[src/rtl/imem_loader.sv]
// imem_loader: receives a byte stream (valid/ready), assembles 32-bit
// big-endian words and writes them into instruction memory while holding
// the fetch stage stalled.
//   clk, reset_n         : clock, asynchronous active-low reset
//   start, abort         : begin a load (from IDLE) / cancel a load
//   in_valid, in_byte    : stream byte input; in_ready = byte accepted
//   mem_we/addr/data     : instruction memory write port
//   cpu_hold, busy       : high in any non-IDLE state
//   done                 : one-cycle pulse at load completion
//   error                : sticky header-count overflow flag
// Stream format: 16-bit word count (MSB first), then count*4 data bytes.
module imem_loader #(
  parameter logic [31:0] BASE_ADDR = 32'd0,
  parameter int unsigned MAX_WORDS = 1024
) (
  input  logic        clk,
  input  logic        reset_n,
  input  logic        start,
  input  logic        abort,
  input  logic        in_valid,
  input  logic [7:0]  in_byte,
  output logic        in_ready,
  output logic        mem_we,
  output logic [31:0] mem_addr,
  output logic [31:0] mem_data,
  output logic        cpu_hold,
  output logic        busy,
  output logic        done,
  output logic        error
);

  localparam int unsigned CNT_W = 16;
  localparam int unsigned SHF_W = 24;

  typedef enum logic [2:0] {
    S_IDLE, S_HDR_HI, S_HDR_LO, S_DATA, S_WRITE, S_DONE
  } state_t;

  state_t             state, state_d;
  logic [7:0]         count_hi;
  logic [CNT_W-1:0]   words_left;
  logic [1:0]         byte_idx;
  logic [SHF_W-1:0]   shift;

  logic               in_ready_d, mem_we_d, busy_d, done_d;
  logic               xfer;
  logic [CNT_W-1:0]   hdr_count;
  logic               count_zero, count_big;

  assign xfer       = in_valid && in_ready;
  assign hdr_count  = {count_hi, in_byte};
  assign count_zero = (hdr_count == CNT_W'(0));
  assign count_big  = (32'(hdr_count) > MAX_WORDS);

  // State register; control outputs are registered decodes of the next state.
  always_ff @(posedge clk or negedge reset_n) begin
    if (!reset_n) begin
      state    <= S_IDLE;
      in_ready <= 1'b0;
      mem_we   <= 1'b0;
      busy     <= 1'b0;
      cpu_hold <= 1'b0;
      done     <= 1'b0;
    end else begin
      state    <= state_d;
      in_ready <= in_ready_d;
      mem_we   <= mem_we_d;
      busy     <= busy_d;
      cpu_hold <= busy_d;
      done     <= done_d;
    end
  end

  // Next-state logic; abort overrides every transition.
  always_comb begin
    state_d = state;
    case (state)
      S_IDLE:   if (start) state_d = S_HDR_HI;
      S_HDR_HI: if (xfer) state_d = S_HDR_LO;
      S_HDR_LO: begin
        if (xfer) begin
          if (count_zero)     state_d = S_DONE;
          else if (count_big) state_d = S_IDLE;
          else                state_d = S_DATA;
        end
      end
      S_DATA:   if (xfer && (byte_idx == 2'd3)) state_d = S_WRITE;
      S_WRITE:  state_d = (words_left == CNT_W'(1)) ? S_DONE : S_DATA;
      S_DONE:   state_d = S_IDLE;
      default:  state_d = S_IDLE;
    endcase
    if (abort) state_d = S_IDLE;
  end

  // Output decode of the upcoming state.
  always_comb begin
    in_ready_d = 1'b0;
    mem_we_d   = 1'b0;
    busy_d     = 1'b0;
    done_d     = 1'b0;
    case (state_d)
      S_HDR_HI, S_HDR_LO, S_DATA: in_ready_d = 1'b1;
      S_WRITE:                    mem_we_d   = 1'b1;
      S_DONE:                     done_d     = 1'b1;
      default: ;
    endcase
    busy_d = (state_d != S_IDLE);
  end

  // Datapath: header capture, word assembly, address stepping, error flag.
  always_ff @(posedge clk or negedge reset_n) begin
    if (!reset_n) begin
      count_hi   <= 8'd0;
      words_left <= '0;
      byte_idx   <= 2'd0;
      shift      <= '0;
      mem_addr   <= BASE_ADDR;
      mem_data   <= 32'd0;
      error      <= 1'b0;
    end else if (!abort) begin
      case (state)
        S_IDLE: begin
          if (start) begin
            error    <= 1'b0;
            mem_addr <= BASE_ADDR;
          end
        end
        S_HDR_HI: if (xfer) count_hi <= in_byte;
        S_HDR_LO: begin
          if (xfer) begin
            if (count_big) begin
              error <= 1'b1;
            end else begin
              words_left <= hdr_count;
              byte_idx   <= 2'd0;
            end
          end
        end
        S_DATA: begin
          if (xfer) begin
            shift    <= {shift[SHF_W-9:0], in_byte};
            byte_idx <= byte_idx + 2'd1;
            // First byte ends up in [31:24].
            if (byte_idx == 2'd3) mem_data <= {shift, in_byte};
          end
        end
        S_WRITE: begin
          mem_addr   <= mem_addr + 32'd4;
          words_left <= words_left - CNT_W'(1);
        end
        default: ;
      endcase
    end
  end

endmodule

[config.mk]
export PLATFORM = sky130hd
export DESIGN_NAME = imem_loader
export DESIGN_NICKNAME = d
export VERILOG_FILES = /design/src/rtl/imem_loader.sv
export SDC_FILE = /design/constraint.sdc
export NUM_CORES = 1
export LEC_CHECK = 0
export CORE_UTILIZATION = 25
export DETAILED_ROUTE_END_ITERATION = 10
export PLACE_DENSITY_LB_ADDON = 0.2
export SLEW_MARGIN = 20
export SYNTH_ARGS = -nofsm -noshare
export SYNTH_HDL_FRONTEND = slang
export SYNTH_SLANG_ARGS = --single-unit
[constraint.sdc]
create_clock -name clk -period 2.2 [get_ports clk]
set_input_delay 0.44 -clock clk [delete_from_list [all_inputs] [get_ports clk]]
set_output_delay 0.44 -clock clk [all_outputs]
set_load 0.05 [all_outputs]
==> results.txt, run 1 <==
- Max-slew headroom at the worst pin: 63.29%
- Counting along the longest clock path gives a buffer depth of 2.
- Path type of the worst min-delay path: reg -> reg
- Critical path buffers and inverters: 1
* Endpoint of the lowest-slack register-to-register path: words_left[8]$_DFFE_PN0P_
* Final Instance Count excl. Fillers: 921
- Outcome: finished clean
- In this run, synthesis inferred 0 flip-flops with an integrated enable.
- Across the run, the number of max-cap violations was 0.
* Leading cell type in the layout, fill and taps excluded: sky130_fd_sc_hd__dfrtp_1
- Worst ir drop on vdd: 0.5146 mV
- Number of buffers added by the clock tree synthesis step: 17
- Seq/Total Area, Yosys: 53.52%
* Area Growth Syn to Fin: 36.04%
- The startpoint identified for the worst hold timing path is mem_data[28]$_DFFE_PN0P_.
* Minimum setup slack in the final design: 0.04437 ns
- Vias: 4,381
- Final wirelength: 14,050 µm
- Number of pins exceeding their max-slew limit in the final report: 0
- The number of antenna violations at the first check in global routing came to 0.
- Cell area power density: 734.7 nW/µm²
- # placed instances: 888
* Mapped cell area: 5610 µm²
- For the pin with the worst max-slew slack, the measured transition is 0.5490 ns.
- H-tree lvl count: 4
- At the worst endpoint, the arrival time is 1.72 ns.
- DRC violations left: 0
- Row generation in the floorplan step produced 54 rows.
- Vertical die dimension: 151.8 µm
- Along the worst hold path, the cell count comes to 1.
* Number of sinks handled by clock tree synthesis: 120
- Layout cells sized above 1: 17.32%
- In this run the remaining antenna-violating nets after routing total 0.
- Clock tree from TritonCTS: yes
- Hold violation count in the final report: 0
* Cells on worst reg2reg path: 6
- During synthesis, Yosys emitted a total of 0 warnings.
- Clock transition at the registers of the reported paths: 0.06 ns
- For this design, the slowest cell found on the critical path is sky130_fd_sc_hd__clkdlybuf4s50_1.
- Final setup violation count: 0
- The worst register-to-register path begins at words_left[0]$_DFFE_PN0P_.
- 0 antenna diodes ended up in the layout.
* Launching element type of the critical path: flop
- In this run, synthesis produced a sequential element count of 120.
- Achievable clock frequency: 463.9 MHz
- Leakage power total: 3.441 nW
* Vias per cell: 4.757
- Quantity of I/O buffers inserted on ports: 80
* Detailed placer's ending HPWL: 9747 µm
* Endpoint required time on the critical path: 1.76 ns
- Final hold analysis gives a worst-case slack of 0.4877 ns.
- Ports placed on the boundary: 83
- Broken down by cell family, the worst path's largest delay share belongs to buffers and inverters.
* Post-CTS setup buffers: 0
* Final period util: 97.98%
- At the end of routability-driven placement, the weighted congestion stood at 0.8084.
- Dividing the detail-routed wire length by the instance count gives 15.25 µm.
* Cells traversed along the worst timing path: clkdlybuf4s50_1
- Setup repair after global routing missed its margin: false
- Fin area: 7632 µm²
* Placeable Area: 21,890 µm²
- Of all nets on the critical path, the largest fanout is 6.
- Count of different cell masters after synthesis: 60
- Entering global routing, the biggest net connects 61 pins.
* Clock period minus final worst setup slack: 2.156 ns
* Number of global-route vias before repair: 4,494
- For this run, the total global-route usage over all layers was measured as 12.67%.
- Synthesis produced 509 cells.
- In the final design database the tool counted 645 nets.
- Number of optimization iterations in the first detailed-route pass: 5
- The worst setup path is captured at a primary output.
* Leading register cell type out of synthesis: sky130_fd_sc_hd__dfrtp_1
- In this run the cell area measured after placement is 7036 µm².
- GR Overflow Total: 0
* Tot Pwr: 5.608 mW
- The die covers 23,040 µm².
- Largest stage delay on the critical path: 0.84 ns
* Minimum setup slack among reg-to-reg paths: 0.13 ns
* Biggest area consumer among synthesized cells: sky130_fd_sc_hd__dfrtp_1
* Async set or reset register ratio after synthesis: 100.0%
* Width of the die: 151.8 µm
* Worst Hold Endpoint: mem_data[28]$_DFFE_PN0P_
* Clk Latency, worst-skew pair: 0.42 ns
- Before CTS, the worst setup slack after placement is -0.1983 ns.
- Clock Tree Root: sky130_fd_sc_hd__clkbuf_16
* Commonest cells after routing, fill and taps aside: sky130_fd_sc_hd__dfrtp_1 (120), sky130_fd_sc_hd__clkdlybuf4s50_1 (74), sky130_fd_sc_hd__nor2_1 (49)
- The setup path with the least slack is of type reg -> out.
* Starting utilization of the core area: 25.63%
* Final worst clock skew: 0.007036 ns
* Fill count: 2,203
* Global-route wire length before repair: 23,400 µm
- Ranked by total cell area, the synthesized netlist is headed by sky130_fd_sc_hd__dfrtp_1 (54%), sky130_fd_sc_hd__mux2_1 (9.0%), sky130_fd_sc_hd__mux2_2 (3.6%).
- Mean instance size in the synthesized netlist: 11.02 µm²
* Initial DRC Count: 159
* Top-area cell type share of the netlist area: 53.52%
[metal layers]
layer | part of all wire, % | vias to the layer above | global-route usage, %
met5 | 0 | - | 0
met4 | 1.2 | 0 | 4.048
met3 | 3.7 | 10 | 3.451
met2 | 48 | 101 | 20.24
met1 | 47 | 2197 | 16.58
li1 | - | 2073 | -
[stage by stage]
stage	setup TNS, ns	utilization, %
after global routing	0	34.87
final	0	34.87
after global placement	-5.502	32.14
after detailed placement	-6.558	32.14
after CTS	0	34.78
after floorplan	0	-
[registers in the layout, summed over array words and instances, names as in the netlist]
name,cells
mem_data,32
mem_addr,30
shift,24
words_left,16
count_hi,8
state,3
byte_idx,2
busy,1
done,1
error,1
in_ready,1
mem_we,1
[area by class of cell]
class                           count  area, µm²  share of cell area [%]
Multi-Input combinational cell    344       2407                   31.54
Clock buffer                       18      429.2                   5.623
Timing Repair Buffer              129       1244                   16.30
Inverter                           16      60.06                  0.7869
Clock inverter                     14      138.9                   1.820
Sequential cell                   120       3003                   39.34
Tap cell                          280      350.3                   4.590
[cells in the mapped netlist (6+ instances only)]
cell / instances
sky130_fd_sc_hd__a21oi_1: 24
sky130_fd_sc_hd__a31oi_1: 7
sky130_fd_sc_hd__buf_2: 6
sky130_fd_sc_hd__buf_4: 6
sky130_fd_sc_hd__clkbuf_1: 17
sky130_fd_sc_hd__dfrtp_1: 120
sky130_fd_sc_hd__inv_1: 16
sky130_fd_sc_hd__mux2_1: 45
sky130_fd_sc_hd__mux2_2: 18
sky130_fd_sc_hd__nand2_1: 23
sky130_fd_sc_hd__nand3_1: 14
sky130_fd_sc_hd__nand4_1: 11
sky130_fd_sc_hd__nor2_1: 49
sky130_fd_sc_hd__nor3_1: 13
sky130_fd_sc_hd__nor4_1: 19
sky130_fd_sc_hd__o21ai_0: 7
sky130_fd_sc_hd__o21ai_1: 17
sky130_fd_sc_hd__or3_1: 8
sky130_fd_sc_hd__xnor2_1: 23
[power breakdown]
group	internal, mW	switching, mW	total [mW]
sequential	2.31	0.107	2.42
clock	1.58	1.10	2.69
combinational	0.217	0.286	0.502
[how the worst max path moves through the flow]
stage                     slack, ns                     start  cells past startpoint                        end
after detailed placement      -0.20                in_byte[3]                      7  words_left[1]$_DFFE_PN0P_
after CTS                      0.02  mem_addr[13]$_DFFE_PN0P_                      1               mem_addr[13]
after floorplan                0.04        in_ready$_DFF_PN0_                      5    mem_data[0]$_DFFE_PN0P_
after global placement        -0.16                in_byte[7]                      8  words_left[1]$_DFFE_PN0P_
final                          0.04  mem_addr[14]$_DFFE_PN0P_                      1               mem_addr[14]
after global routing         0.0005  mem_addr[29]$_DFFE_PN0P_                      1               mem_addr[29]
[repair_timing]
action	in CTS	in global routing
hold buffers	1	0
hold endpoints to repair	29	0
gates resized for setup	0	6
endpoints found under the setup margin	0	6
[logic make-up after synthesis]
logic type,Yosys count,share of synthesized area [%]
adder cells (fa/ha/maj),4,0.8921
AO/OA/AOI/OAI,86,9.635
AND/OR/NAND/NOR,166,15.90
XOR/XNOR,23,3.590
flip-flops,120,53.52
other,1,0.06684
multiplexers,63,12.64
buffers and inverters,46,3.747
No activity file was read; power rests on OpenSTA's default activity.
==> inputs of run 2 (changes only) <==
PLACE_DENSITY = 0.47   (was default)
PLACE_DENSITY_LB_ADDON = default   (was 0.2)
==> results.txt, run 2 (synthesis gave the netlist of run 1 again) <==
- Outcome: complete, but fails checks
* Violated checks: hold timing
- Maximum buffer depth of the clock tree: 2 (unchanged)
* Worst slew pin tran: 0.5411 ns (-0.007852 ns)
* Power dissipated by switching net loads: 1.456 mW (-2.8%)
- The total iterations of the first detailed-routing run was 4 (-1).
* Ports placed on the boundary: 83 (unchanged)
- Routed length on met2: 6639 µm (-0.94%)
* Worst reg2reg startpoint: count_hi[1]$_DFFE_PN0P_
* Post-layout util: 34.65% (-0.22 points)
* Worst setup slack before clock tree synthesis: -0.2945 ns (-0.09621 ns)
- The number of flip-flops under the largest register name came to 32 (unchanged).
- Leading cell type in the layout, fill and taps excluded: sky130_fd_sc_hd__dfrtp_1
* Vertical die dimension: 151.8 µm (unchanged)
- Path type of the worst min-delay path: in -> async
* Final setup violation count: 0 (unchanged)
- The weighted congestion reported at the end of routability-driven placement was 0.7958 (-1.6%).
* Global-route wire length before repair: 23,350 µm (-0.24%)
* Crit path capture type: primary output
* Launching element type of the critical path: flop
* Minimum setup slack among reg-to-reg paths: 0.14 ns (about the same)
- The count of buffer and inverter cells on the critical path is 1 (unchanged).
- The met1 wire length was 6375 µm (-4.1%).
- The signal on the critical path passes through clkdlybuf4s50_1.
- Largest register by flop count: mem_data
* Hold Worst Slack: -0.004157 ns (-0.4918 ns)
* Number of maximum-capacitance violations: 0 (unchanged)
- Category of cells accounting for the largest share of critical-path delay: buffers and inverters
- The sequential fraction of design power was 44.1% (+1.0 points).
- Vias per cell: 4.759 (about the same)
* Largest stage delay on the critical path: 0.85 ns (about the same)
* Number of global-route vias before repair: 4,493 (-0.022%)
- Die footprint: 23,040 µm² (unchanged)
* Cell internal pwr: 4.024 mW (-2.1%)
* Slowest cell on the critical path: sky130_fd_sc_hd__clkdlybuf4s50_1
- Worst-path maximum fanout: 6 (unchanged)
* Global router's overall resource usage: 12.69% (+0.022 points)
- In the final layout, the registers with the most flip-flops are mem_data: 32 flops, mem_addr: 30 flops, shift: 24 flops.
- DRC violations left: 0 (unchanged)
- Worst ir drop on vdd: 0.4878 mV (-5.2%)
- The static leakage power came to 3.382 nW (-1.7%).
- In the layout the commonest cells are sky130_fd_sc_hd__dfrtp_1 (119), sky130_fd_sc_hd__clkdlybuf4s50_1 (76), sky130_fd_sc_hd__nor2_1 (49).
- Met3 WL: 655 µm (+26%)
- Fraction of power consumed by the clock network: 47.1% (-0.8 points)
* CTS hold repair buffers: 0 (-1)
- Clk Latency, worst-skew pair: 0.41 ns (about the same)
- The highest metal layer carrying signal wires in the routed design is met4.
* Max-slew headroom at the worst pin: 63.81% (+0.53 points)
- The initial core utilization is 25.63% (unchanged).
- Hold violation count in the final report: 3 (+3)
- In this run the critical register-to-register path is captured at words_left[1]$_DFFE_PN0P_.
- The signal arrival time at the worst endpoint is 1.70 ns (-0.02 ns).
- Final period util: 97.27% (-0.71 points)
* Portion of total power attributed to combinational logic: 8.9% (about the same)
- Clock Tree Root: sky130_fd_sc_hd__clkbuf_16
* Achievable clock frequency: 467.3 MHz (+0.73%)
* Pin count of the biggest net entering global routing: 45 (-26%)
- Number of sinks handled by clock tree synthesis: 120 (unchanged)
- Fill count: 2,221 (+0.82%)
- The count of antenna-violating nets left after detailed routing was 0 (unchanged).
- Clock transition at the registers of the reported paths: 0.06 ns (about the same)
- The maximum level of the CTS H-tree was 4 (unchanged).
- Number of buffers added by the clock tree synthesis step: 17 (unchanged)
- Cells on worst reg2reg path: 6 (unchanged)
* Clock tree from TritonCTS: yes
* Average wire per cell in the routed design: 15.04 µm (-1.4%)
* Net count reported at finish: 642 (-0.47%)
- The sequential cell area is 3004 µm² (about the same).
- Final worst clock skew: 0.008320 ns (+0.001284 ns)
- GR Overflow Total: 0 (unchanged)
- Final wirelength: 13,810 µm (-1.7%)
* Initial antenna violation count: 0 (unchanged)
- The final setup slack of the worst path came to 0.05996 ns (+0.01559 ns).
* Placeable Area: 21,890 µm² (unchanged)
* Antenna diodes: 0 (unchanged)
- The total power per unit cell area was 722.4 nW/µm² (-1.7%).
* Clock period minus final worst setup slack: 2.140 ns (-0.01559 ns)
- The fraction of final layout cells with drive strength greater than 1 is 17.08% (-0.23 points).
* Setup repair after global routing missed its margin: false
- Number of pins exceeding their max-slew limit in the final report: 0 (unchanged)
* Area occupied by multi-input gates: 2401 µm² (-0.26%)
- Kind of critical path: reg -> out
* Detailed placer's ending HPWL: 9701 µm (-0.48%)
- Number of rows created at floorplan: 54 (unchanged)
- Endpoint required time on the critical path: 1.76 ns (about the same)
* Switching share of power: 26.57% (-0.13 points)
- Width of the die: 151.8 µm (unchanged)
* Quantity of I/O buffers inserted on ports: 80 (unchanged)
- The first-iteration detailed-routing DRC count was 226 (+42%).
- Vias: 4,369 (-0.27%)
* Area Growth Syn to Fin: 35.19%
==> run 2: how the worst max path moves through the flow <==
stage	endpoint	from	cells past startpoint	slack, ns
after global routing	mem_addr[29]	mem_addr[29]$_DFFE_PN0P_	1	0.001
after detailed placement	words_left[1]$_DFFE_PN0P_	in_byte[7]	7	-0.29
after floorplan	mem_data[0]$_DFFE_PN0P_	in_ready$_DFF_PN0_	5	0.04
after CTS	mem_addr[13]	mem_addr[13]$_DFFE_PN0P_	1	0.01
final	mem_addr[29]	mem_addr[29]$_DFFE_PN0P_	1	0.06
after global placement	words_left[1]$_DFFE_PN0P_	in_byte[7]	7	-0.29
==> run 2: timing repair <==
item,CTS,global route
hold endpoints to repair,0,0
setup endpoints to repair,0,4
gates resized for setup,0,4
setup buffers,0,0
==> run 2: final cells by class <==
type	count	area share, %
Clock inverter	13	1.485
Clock buffer	19	5.840
Inverter	16	0.7918
Multi-Input combinational cell	344	31.66
Timing Repair Buffer	126	16.00
Tap cell	280	4.619
Sequential cell	120	39.61
==> run 2: through the flow <==
stage	setup TNS [ns]	instances	cell area (µm²)	power, mW
2_1_floorplan	0	510	5614	2.707
3_3_place_gp	-7.034	886	7020	2.934
3_5_place_dp	-8.385	886	7020	2.949
4_1_cts	0	918	7576	5.581
5_1_grt	0	918	7585	5.753
6_report	0	918	7585	5.479
==> run 2: routing by layer <==
| metal | track usage, % | vias to the layer above |
|---|---|---|
| met2 | 20.35 | 120 |
| li1 | - | 2071 |
| met1 | 16.49 | 2168 |
| met5 | 0 | - |
| met4 | 4.476 | 0 |
| met3 | 3.280 | 10 |
==> run 2: power groups by stage <==
stage                     sequential, mW  combinational [mW]  clock [mW]
final                               2.42               0.485        2.58
after CTS                           2.42               0.495        2.67
after floorplan                     2.43               0.273           0
after global placement              2.45               0.482           0
after global routing                2.43               0.540        2.78
after detailed placement            2.46               0.493           0
